--- config.mk ---
export PLATFORM = sky130hd
export DESIGN_NAME = fft_control_param
export DESIGN_NICKNAME = d
export VERILOG_FILES = /design/src/rtl/fft_control_param.sv
export SDC_FILE = /design/constraint.sdc
export NUM_CORES = 1
export LEC_CHECK = 0
export ABC_CLOCK_PERIOD_IN_PS = 6000
export CAP_MARGIN = 5
export CORE_MARGIN = 2
export CORE_UTILIZATION = 40
export DETAILED_ROUTE_END_ITERATION = 8
export HOLD_SLACK_MARGIN = 0.02
export PLACE_DENSITY = 0.67
export SLEW_MARGIN = 20
export SYNTH_ARGS = -nofsm -noshare
export SYNTH_HDL_FRONTEND = slang
export SYNTH_SLANG_ARGS = --single-unit
--- constraint.sdc ---
create_clock -name iCLK -period 6 [get_ports iCLK]
set_clock_uncertainty 0.1 [all_clocks]
set_input_delay 0.6 -clock iCLK [delete_from_list [all_inputs] [get_ports iCLK]]
set_output_delay 0.6 -clock iCLK [all_outputs]
set_load 0.05 [all_outputs]
--- src/rtl/fft_control_param.sv ---
// Radix-4 FFT/FHT control unit for N = 4^STAGES points over four memory banks
// of depth D = 4^(STAGES-1). Walks every stage through a READ phase (one read
// address set per unstalled cycle) and a DRAIN phase of PIPE_LAT cycles. The
// drain lets the butterfly pipeline finish writing one stage before the next
// stage starts reading.
//
// Ports:
//   iCLK, iRESET (async, active low)
//   iSTART  start request, sampled only in IDLE
//   iSTOP   abort to IDLE, highest priority
//   iHOLD   read stall, freezes the read counter (READ only)
//   oADDR_RD_0..3, oBANK_RD_ROT, oRD_VALID   per-bank read addresses
//   oADDR_WR, oBANK_WR_ROT, oWE              read side delayed by PIPE_LAT
//   oADDR_COEF                               twiddle ROM address
//   oSOURCE_DATA  1 while stage 0 reads from the input buffer
//   oSTAGE, oRDY, oDONE                      status
module fft_control_param #(
  parameter int STAGES   = 5,
  parameter int A_BIT    = 2*STAGES-2,
  parameter int PIPE_LAT = 6
) (
  input  logic                      iCLK,
  input  logic                      iRESET,
  input  logic                      iSTART,
  input  logic                      iSTOP,
  input  logic                      iHOLD,
  output logic [A_BIT-1:0]          oADDR_RD_0,
  output logic [A_BIT-1:0]          oADDR_RD_1,
  output logic [A_BIT-1:0]          oADDR_RD_2,
  output logic [A_BIT-1:0]          oADDR_RD_3,
  output logic [1:0]                oBANK_RD_ROT,
  output logic                      oRD_VALID,
  output logic [A_BIT-1:0]          oADDR_WR,
  output logic [1:0]                oBANK_WR_ROT,
  output logic                      oWE,
  output logic [A_BIT-1:0]          oADDR_COEF,
  output logic                      oSOURCE_DATA,
  output logic [$clog2(STAGES)-1:0] oSTAGE,
  output logic                      oRDY,
  output logic                      oDONE
);

  localparam int SW = $clog2(STAGES);
  localparam int D  = 1 << A_BIT;
  localparam int DW = (PIPE_LAT > 1) ? $clog2(PIPE_LAT) : 1;

  typedef enum logic [1:0] {IDLE, READ, DRAIN, DONE} state_e;

  state_e                        state_q;
  logic [A_BIT:0]                a_q;      // next read index to emit; reaches D when stage fully read
  logic [SW-1:0]                 s_q;
  logic [DW-1:0]                 d_q;
  logic [PIPE_LAT-1:0]           vld_pipe;
  logic [PIPE_LAT-1:0][A_BIT-1:0] adr_pipe;
  logic [PIPE_LAT-1:0][1:0]      rot_pipe;

  // Digit p = STAGES-2-s of a selects the butterfly leg; last stage has none.
  function automatic logic [1:0] rot_of(input logic [A_BIT-1:0] a, input logic [SW-1:0] s);
    logic [1:0] r;
    r = '0;
    for (int j = 0; j < STAGES-1; j++)
      if (int'(s) == STAGES-2-j) r = a[2*j +: 2];
    return r;
  endfunction

  function automatic logic [A_BIT-1:0] rd_addr(input logic [A_BIT-1:0] a, input logic [SW-1:0] s,
                                               input logic [1:0] k);
    logic [A_BIT-1:0] r;
    r = a;
    for (int j = 0; j < STAGES-1; j++)
      if (int'(s) == STAGES-2-j) r[2*j +: 2] = a[2*j +: 2] + k;
    return r;
  endfunction

  // (a mod 4^(STAGES-1-s)) << 2s, naturally zero in the last stage.
  function automatic logic [A_BIT-1:0] coef_of(input logic [A_BIT-1:0] a, input logic [SW-1:0] s);
    logic [A_BIT-1:0] m;
    m = '0;
    for (int j = 0; j < A_BIT; j++)
      if (j < 2*(STAGES-1-int'(s))) m[j] = a[j];
    return m << (2*int'(s));
  endfunction

  logic             kill, emit, rd_done, last_d, last_s;
  logic [A_BIT-1:0] e_a;
  logic [SW-1:0]    e_s;

  assign kill    = iSTOP && (state_q != IDLE);
  assign rd_done = (a_q == (A_BIT+1)'(D));
  assign last_d  = (d_q == DW'(PIPE_LAT-1));
  assign last_s  = (s_q == SW'(STAGES-1));

  // Decide whether the next cycle carries a read, and for which (stage, index).
  // The first read of a stage is issued from IDLE/DRAIN, so iHOLD cannot delay it.
  always_comb begin
    emit = 1'b0;
    e_a  = a_q[A_BIT-1:0];
    e_s  = s_q;
    case (state_q)
      IDLE: begin
        emit = iSTART;
        e_a  = '0;
        e_s  = '0;
      end
      READ:  emit = !rd_done && !iHOLD;
      DRAIN: begin
        emit = last_d && !last_s;
        e_a  = '0;
        e_s  = s_q + SW'(1);
      end
      default: emit = 1'b0;
    endcase
    if (kill) emit = 1'b0;
  end

  always_ff @(posedge iCLK or negedge iRESET) begin
    if (!iRESET) begin
      state_q      <= IDLE;
      a_q          <= '0;
      s_q          <= '0;
      d_q          <= '0;
      oRDY         <= 1'b1;
      oDONE        <= 1'b0;
      oSOURCE_DATA <= 1'b0;
    end else begin
      oDONE <= 1'b0;
      if (emit) a_q <= {1'b0, e_a} + (A_BIT+1)'(1);
      if (kill) begin
        state_q      <= IDLE;
        a_q          <= '0;
        s_q          <= '0;
        d_q          <= '0;
        oRDY         <= 1'b1;
        oSOURCE_DATA <= 1'b0;
      end else begin
        case (state_q)
          IDLE: if (iSTART) begin
            state_q      <= READ;
            s_q          <= '0;
            oRDY         <= 1'b0;
            oSOURCE_DATA <= 1'b1;
          end
          READ: if (rd_done) begin
            state_q      <= DRAIN;
            d_q          <= '0;
            oSOURCE_DATA <= 1'b0;
          end
          DRAIN: begin
            if (last_d) begin
              if (last_s) begin
                state_q <= DONE;
                oDONE   <= 1'b1;
              end else begin
                state_q <= READ;
                s_q     <= e_s;
              end
            end else begin
              d_q <= d_q + DW'(1);
            end
          end
          DONE: begin
            state_q <= IDLE;
            oRDY    <= 1'b1;
            s_q     <= '0;
          end
          default: state_q <= IDLE;
        endcase
      end
    end
  end

  always_ff @(posedge iCLK or negedge iRESET) begin
    if (!iRESET) begin
      oRD_VALID    <= 1'b0;
      oADDR_RD_0   <= '0;
      oADDR_RD_1   <= '0;
      oADDR_RD_2   <= '0;
      oADDR_RD_3   <= '0;
      oBANK_RD_ROT <= '0;
      oADDR_COEF   <= '0;
    end else begin
      oRD_VALID <= emit;
      if (emit) begin
        oADDR_RD_0   <= rd_addr(e_a, e_s, 2'd0);
        oADDR_RD_1   <= rd_addr(e_a, e_s, 2'd1);
        oADDR_RD_2   <= rd_addr(e_a, e_s, 2'd2);
        oADDR_RD_3   <= rd_addr(e_a, e_s, 2'd3);
        oBANK_RD_ROT <= rot_of(e_a, e_s);
        oADDR_COEF   <= coef_of(e_a, e_s);
      end
    end
  end

  // Write-side delay line; an abort drops every in-flight write.
  always_ff @(posedge iCLK or negedge iRESET) begin
    if (!iRESET) begin
      vld_pipe <= '0;
      adr_pipe <= '0;
      rot_pipe <= '0;
    end else begin
      vld_pipe[0] <= oRD_VALID && !kill;
      adr_pipe[0] <= oADDR_RD_0;
      rot_pipe[0] <= oBANK_RD_ROT;
      for (int i = 1; i < PIPE_LAT; i++) begin
        vld_pipe[i] <= vld_pipe[i-1] && !kill;
        adr_pipe[i] <= adr_pipe[i-1];
        rot_pipe[i] <= rot_pipe[i-1];
      end
    end
  end

  assign oWE          = vld_pipe[PIPE_LAT-1];
  assign oADDR_WR     = adr_pipe[PIPE_LAT-1];
  assign oBANK_WR_ROT = rot_pipe[PIPE_LAT-1];
  assign oSTAGE       = s_q;

endmodule
==> results.json, run 1 <==
{
  "synth_seq_cells": 121,
  "ctsHoldBuffers": 0,
  "fin_crit_ps": 3410,
  "critPathMaxFanout": 17,
  "max_cap_violations": 0,
  "n_fill_cell": 1101,
  "placed_area_mm2": 0.00567,
  "fmax_ghz": 0.293,
  "wl_met1_mm": 4.57,
  "top_layer_used": "met4",
  "clkSinkCount": 121,
  "final_cells": 680,
  "wl_mm": 10.2,
  "viasPerCell": 5.04,
  "firstDrtPassIters": 4,
  "final_common_cell": "dfrtp_1",
  "rsz0062_at_grt": "false",
  "core-area_mm2": 0.0125,
  "area_delta_synth_final_pct": 23.2,
  "wl_per_cell_um": 15.0,
  "place_congestion": 0.841,
  "grtUsageTotal_pct": 16.4,
  "route.vias.total": 3427,
  "cp.arrival_ps": 3610,
  "fp.dieH_um": 116,
  "dp_slack_ps": 2610,
  "setup_viol": 0,
  "critPathLaunchType": "flop",
  "async_flop_share_pct": 100,
  "layout.nets": 521,
  "leakage_nw": 2.87,
  "drc": 0,
  "synth_seq_area_share_pct": 59.9,
  "hold_viol": 0,
  "cts_max_path_buffers": 2,
  "finalPower_mw": 3.05,
  "multiInputGateArea_mm2": 0.00169,
  "diodes": 0,
  "tightest_slew_ps": 859,
  "synth_nets": 478,
  "dieArea_mm2": 0.0136,
  "numCtsBuffers": 17,
  "slew_violations": 0,
  "syn-instance-count": 453,
  "place_inst": 649,
  "grt_pass1_vias": 3414,
  "initial_core_util_pct": 40.6,
  "final_area_mm2": 0.00623,
  "cts_resized": 0,
  "wl_met2_mm": 5.00,
  "cts_tree": "built",
  "grt_max_degree": 72,
  "fin_tns_setup_ps": 0,
  "syn_area_per_cell_um2": 11.2,
  "drive_above_1_share_pct": 9.25,
  "slew_headroom_pct": 42.7,
  "first_iter_violations": 252,
  "grt_pass1_wl_mm": 17.0,
  "antenna_found_initial": 0,
  "worstPathRequired_ps": 6200,
  "p_per_area_mw_per_mm2": 488,
  "fin_ws_ps": 2590,
  "synth-edff-count": 0,
  "critPathKind": "reg2reg",
  "clkTransAtPathRegs_ps": 60,
  "die_w_um": 116,
  "holdWs_ps": 207,
  "regArea_mm2": 0.00303,
  "io_pins": 65,
  "antenna_left": 0,
  "postCtsSetupRepairBufs": 0,
  "io_buffer_count": 64,
  "yosysUniqueCellTypes": 58,
  "synth_ff_type": "dfrtp_1",
  "clockRootBuffer": "clkbuf_16",
  "syn-cell-area_mm2": 0.00506,
  "dp_hpwl_mm": 6.86,
  "worst_hold_path_type": "in2async",
  "final_util_pct": 50.0,
  "ff2ff_path_depth": 11,
  "cp-end-kind": "flop",
  "clock_tree.htree_level_count": 4,
  "vdd_drop_max_mv": 0.207,
  "grt_overflow_total": 0,
  "layout_common_cells": "dfrtp_1, clkdlybuf4s50_1, nand2_1",
  "status": "completed",
  "synth_warnings": 0,
  "rows": 41,
  "clock_latency_ps": 410,
  "wl_met3_um": 513,
  "min_period_over_period_pct": 56.8
}
-- final timing paths --
check                           endpoint        start  slack (ps)
max                        oADDR_COEF[4]   state_q[0]        2590
min                         adr_pipe[34]       iRESET         210
max reg2reg                oADDR_COEF[4]   state_q[0]        2590
min reg2reg                  adr_pipe[9]  adr_pipe[1]         240
max in group asynchronous  oADDR_RD_1[1]       iRESET        4450
min in group iCLK            adr_pipe[9]  adr_pipe[1]         240
-- report_power, final --
| group | total [mW] | switching [mW] | internal, mW |
|---|---|---|---|
| sequential | 1.06 | 0.0895 | 0.967 |
| clock | 0.960 | 0.354 | 0.606 |
| combinational | 1.03 | 0.707 | 0.321 |
| total | 3.05 | 1.15 | 1.89 |
-- per-layer routing --
metal | vias up | global-route usage [%]
met1 | 1706 | 21.4
met5 | - | 0
met2 | 89 | 25.5
met3 | 13 | 5.19
li1 | 1619 | -
met4 | 0 | 6.67
-- worst max-delay path: stages (launching register included) --
cell,delay (ps)
dfrtp_1,430
inv_1,120
ha_1,340
nor2_2,690
o21ai_2,260
and2_0,290
ha_1,360
nand2b_1,160
nand3_1,90
a21oi_1,170
a31oi_1,60
o41ai_1,240
-- layout make-up --
| class | instances | share of cell area, % |
|---|---|---|
| clock buffers | 19 | 6.94 |
| clock inverters | 12 | 2.07 |
| inverters | 22 | 1.32 |
| multi-input cells | 268 | 27.1 |
| flip-flops and latches | 121 | 48.6 |
| well taps | 172 | 3.45 |
| repair buffers | 66 | 10.5 |
-- Yosys cell counts (all sizes together) (4+ instances only) --
library cell	number	share of area [%]
o21ai	36	3.7
o22ai	4	0.49
ha	20	4.9
a31oi	7	0.87
nand3	19	2.0
dfrtp	120	59
buf	31	4.4
a21oi	23	2.3
a22o	5	0.87
nand2	60	4.5
clkbuf	11	0.87
nor2	15	1.2
and2	7	0.87
nor2b	5	0.62
nor3	7	0.69
mux2i	9	1.8
inv	22	1.6
xnor2	5	0.87
-- registers in the layout (all words and copies together) (netlist names), 6 cells and up --
name	flops
rot_pipe	10
adr_pipe	40
oADDR_RD_0	8
oADDR_WR	8
oADDR_COEF	8
vld_pipe	6
a_q	9
oADDR_RD_1	8
-- kinds of logic after synthesis --
logic type	after synthesis	synth area share, %
compound gates	99	12.4
flops	121	59.9
fa+ha+maj	20	4.95
buf+inv	64	6.87
xor+xnor	7	1.21
simple gates	131	12.5
mux	11	2.23
No activity file was read; power rests on OpenSTA's default activity.
==> run 2: changes to the inputs <==
--- a/config.mk
+++ b/config.mk
@@ -5,7 +5,7 @@
 export SDC_FILE = /design/constraint.sdc
 export NUM_CORES = 1
 export LEC_CHECK = 0
-export ABC_CLOCK_PERIOD_IN_PS = 6000
+export ABC_CLOCK_PERIOD_IN_PS = 3400
 export CAP_MARGIN = 5
 export CORE_MARGIN = 2
 export CORE_UTILIZATION = 40
==> constraint.sdc (replaced) <==
create_clock -name iCLK -period 3.4 [get_ports iCLK]
set_clock_uncertainty 0.1 [all_clocks]
set_input_delay 0.34 -clock iCLK [delete_from_list [all_inputs] [get_ports iCLK]]
set_output_delay 0.34 -clock iCLK [all_outputs]
set_load 0.05 [all_outputs]
==> run 2 against run 1 <==
Die area did not move. Register-to-register slack got worse by 2200 ps. Wire length rose by 3.6%. Via count fell by 0.67%. Final area rose by 2.1%. Maximum frequency rose by 14%. Clock power rose by 83%.
==> results.json, run 2 (synthesis results as in run 1) <==
{
  "grtUsageTotal_pct": 17.2,
  "drc": 0,
  "layout.nets": 531,
  "cp.arrival_ps": 3180,
  "numCtsBuffers": 17,
  "place_congestion": 0.867,
  "fin_tns_setup_ps": 0,
  "regMostFlops": "adr_pipe",
  "grt_pass1_wl_mm": 17.3,
  "fp.dieH_um": 116,
  "largest_register_ff_count": 40,
  "dp_hpwl_mm": 7.23,
  "hold_viol": 0,
  "rsz0062_at_grt": "false",
  "status": "completed",
  "clock_latency_ps": 420,
  "clkSinkCount": 121,
  "first_iter_violations": 206,
  "drive_above_1_share_pct": 11.2,
  "holdWs_ps": 245,
  "critPathMaxFanout": 5,
  "slew_violations": 0,
  "critPathLaunchType": "flop",
  "core-area_mm2": 0.0125,
  "area_delta_synth_final_pct": 25.8,
  "crit_buf_inv": 2,
  "grt_overflow_total": 0,
  "io_pins": 65,
  "cpPeakStageDelay_ps": 420,
  "leakage_nw": 2.94,
  "fmax_ghz": 0.335,
  "diodes": 0,
  "cpMostUsedCell": "ha_1",
  "slew_headroom_pct": 52.4,
  "crit_family": "adder cells",
  "wl_per_cell_um": 15.3,
  "final_cells": 691,
  "antenna_left": 0,
  "multiInputGateArea_mm2": 0.00169,
  "fin_crit_ps": 2980,
  "min_period_over_period_pct": 87.7,
  "cts_tree": "built",
  "cp.depth": 11,
  "final_util_pct": 51.1,
  "top_regs": "adr_pipe x40, rot_pipe x10, a_q x9",
  "clkTransAtPathRegs_ps": 50,
  "n_fill_cell": 1120,
  "cts_max_path_buffers": 2,
  "p_per_area_mw_per_mm2": 870,
  "grt_max_degree": 68,
  "die_w_um": 116,
  "place_inst": 658,
  "vdd_drop_max_mv": 0.374,
  "worst_hold_path_type": "reg2reg",
  "antenna_found_initial": 0,
  "tightest_slew_ps": 714,
  "max_cap_violations": 0,
  "holdPathStages": 0,
  "worstPathRequired_ps": 3600,
  "clock_tree.htree_level_count": 4,
  "critPathSlowestCell": "dfrtp_1",
  "route.vias.total": 3404,
  "critPathKind": "reg2reg",
  "clockRootBuffer": "clkbuf_16",
  "cp-end-kind": "flop",
  "wl_mm": 10.6,
  "worstPathCellList": "inv_1 > ha_1 > or2_1 > and3_1 > a21oi_2 > inv_1 > ha_1 > and3_1 > ha_1 > a211o_1 > a22o_1",
  "grt_pass1_vias": 3304,
  "setup_viol": 0,
  "dieArea_mm2": 0.0136,
  "viasPerCell": 4.93,
  "initial_core_util_pct": 40.6,
  "regArea_mm2": 0.00303,
  "firstDrtPassIters": 5,
  "final_area_mm2": 0.00636,
  "ff2ff_path_depth": 11,
  "rows": 41,
  "io_buffer_count": 64,
  "final_common_cell": "dfrtp_1",
  "placed_area_mm2": 0.00576,
  "layout_common_cells": "dfrtp_1, clkdlybuf4s50_1, nand2_1"
}
run 2: what timing repair did:
item	in CTS	in global routing
setup endpoints to repair	0	0
hold buffers	1	0
gates resized for setup	0	0
endpoints found under the hold margin	53	0
buffers inserted	0	0
run 2: path summary, 6_finish.rpt:
path	start	endpoint	slack, ps
worst max-delay path	state_q[0]	oBANK_RD_ROT[0]	420
max in group asynchronous	iRESET	oADDR_RD_3[1]	1980
worst min register to register	rot_pipe[3]	rot_pipe[5]	240
worst max register to register	state_q[0]	oBANK_RD_ROT[0]	420
worst min-delay path	rot_pipe[3]	rot_pipe[5]	240
min in group asynchronous	iRESET	oADDR_WR[2]	430
run 2: final cells by class:
cell class	count	share of cell area, %
clock buffers	21	7.39
clock inverters	11	1.89
inverters	22	1.30
multi-input cells	268	26.6
flip-flops and latches	121	47.6
well taps	172	3.38
repair buffers	76	11.9
run 2: report_power, final:
group | switching [mW] | leakage (nW) | internal, mW
clock | 0.630 | 0.285 | 1.13
sequential | 0.159 | 1.65 | 1.71
combinational | 1.28 | 1.00 | 0.628
run 2: metrics by stage:
stage                     total power [mW]  worst slack [ps]
after floorplan                       3.26               402
after global placement                3.76               530
after detailed placement              3.81               439
after CTS                             5.59               404
after global routing                  5.85               149
final                                 5.54               418
run 2: routing by layer:
metal	up-vias	part of all wire [%]	GRT usage [%]
met5	-	0	0
met4	0	1.6	6.35
met3	18	5.9	5.97
met2	86	49	27.1
met1	1660	43	22.1
li1	1640	-	-
==> run 3: changes to the inputs <==
--- a/config.mk
+++ b/config.mk
@@ -12,6 +12,7 @@
 export DETAILED_ROUTE_END_ITERATION = 8
 export HOLD_SLACK_MARGIN = 0.02
 export PLACE_DENSITY = 0.67
+export SKIP_LAST_GASP = 1
 export SLEW_MARGIN = 20
 export SYNTH_ARGS = -nofsm -noshare
 export SYNTH_HDL_FRONTEND = slang
==> results of run 3 <==
Same layout as run 2: the final DEF is identical, and so are final timing and power.
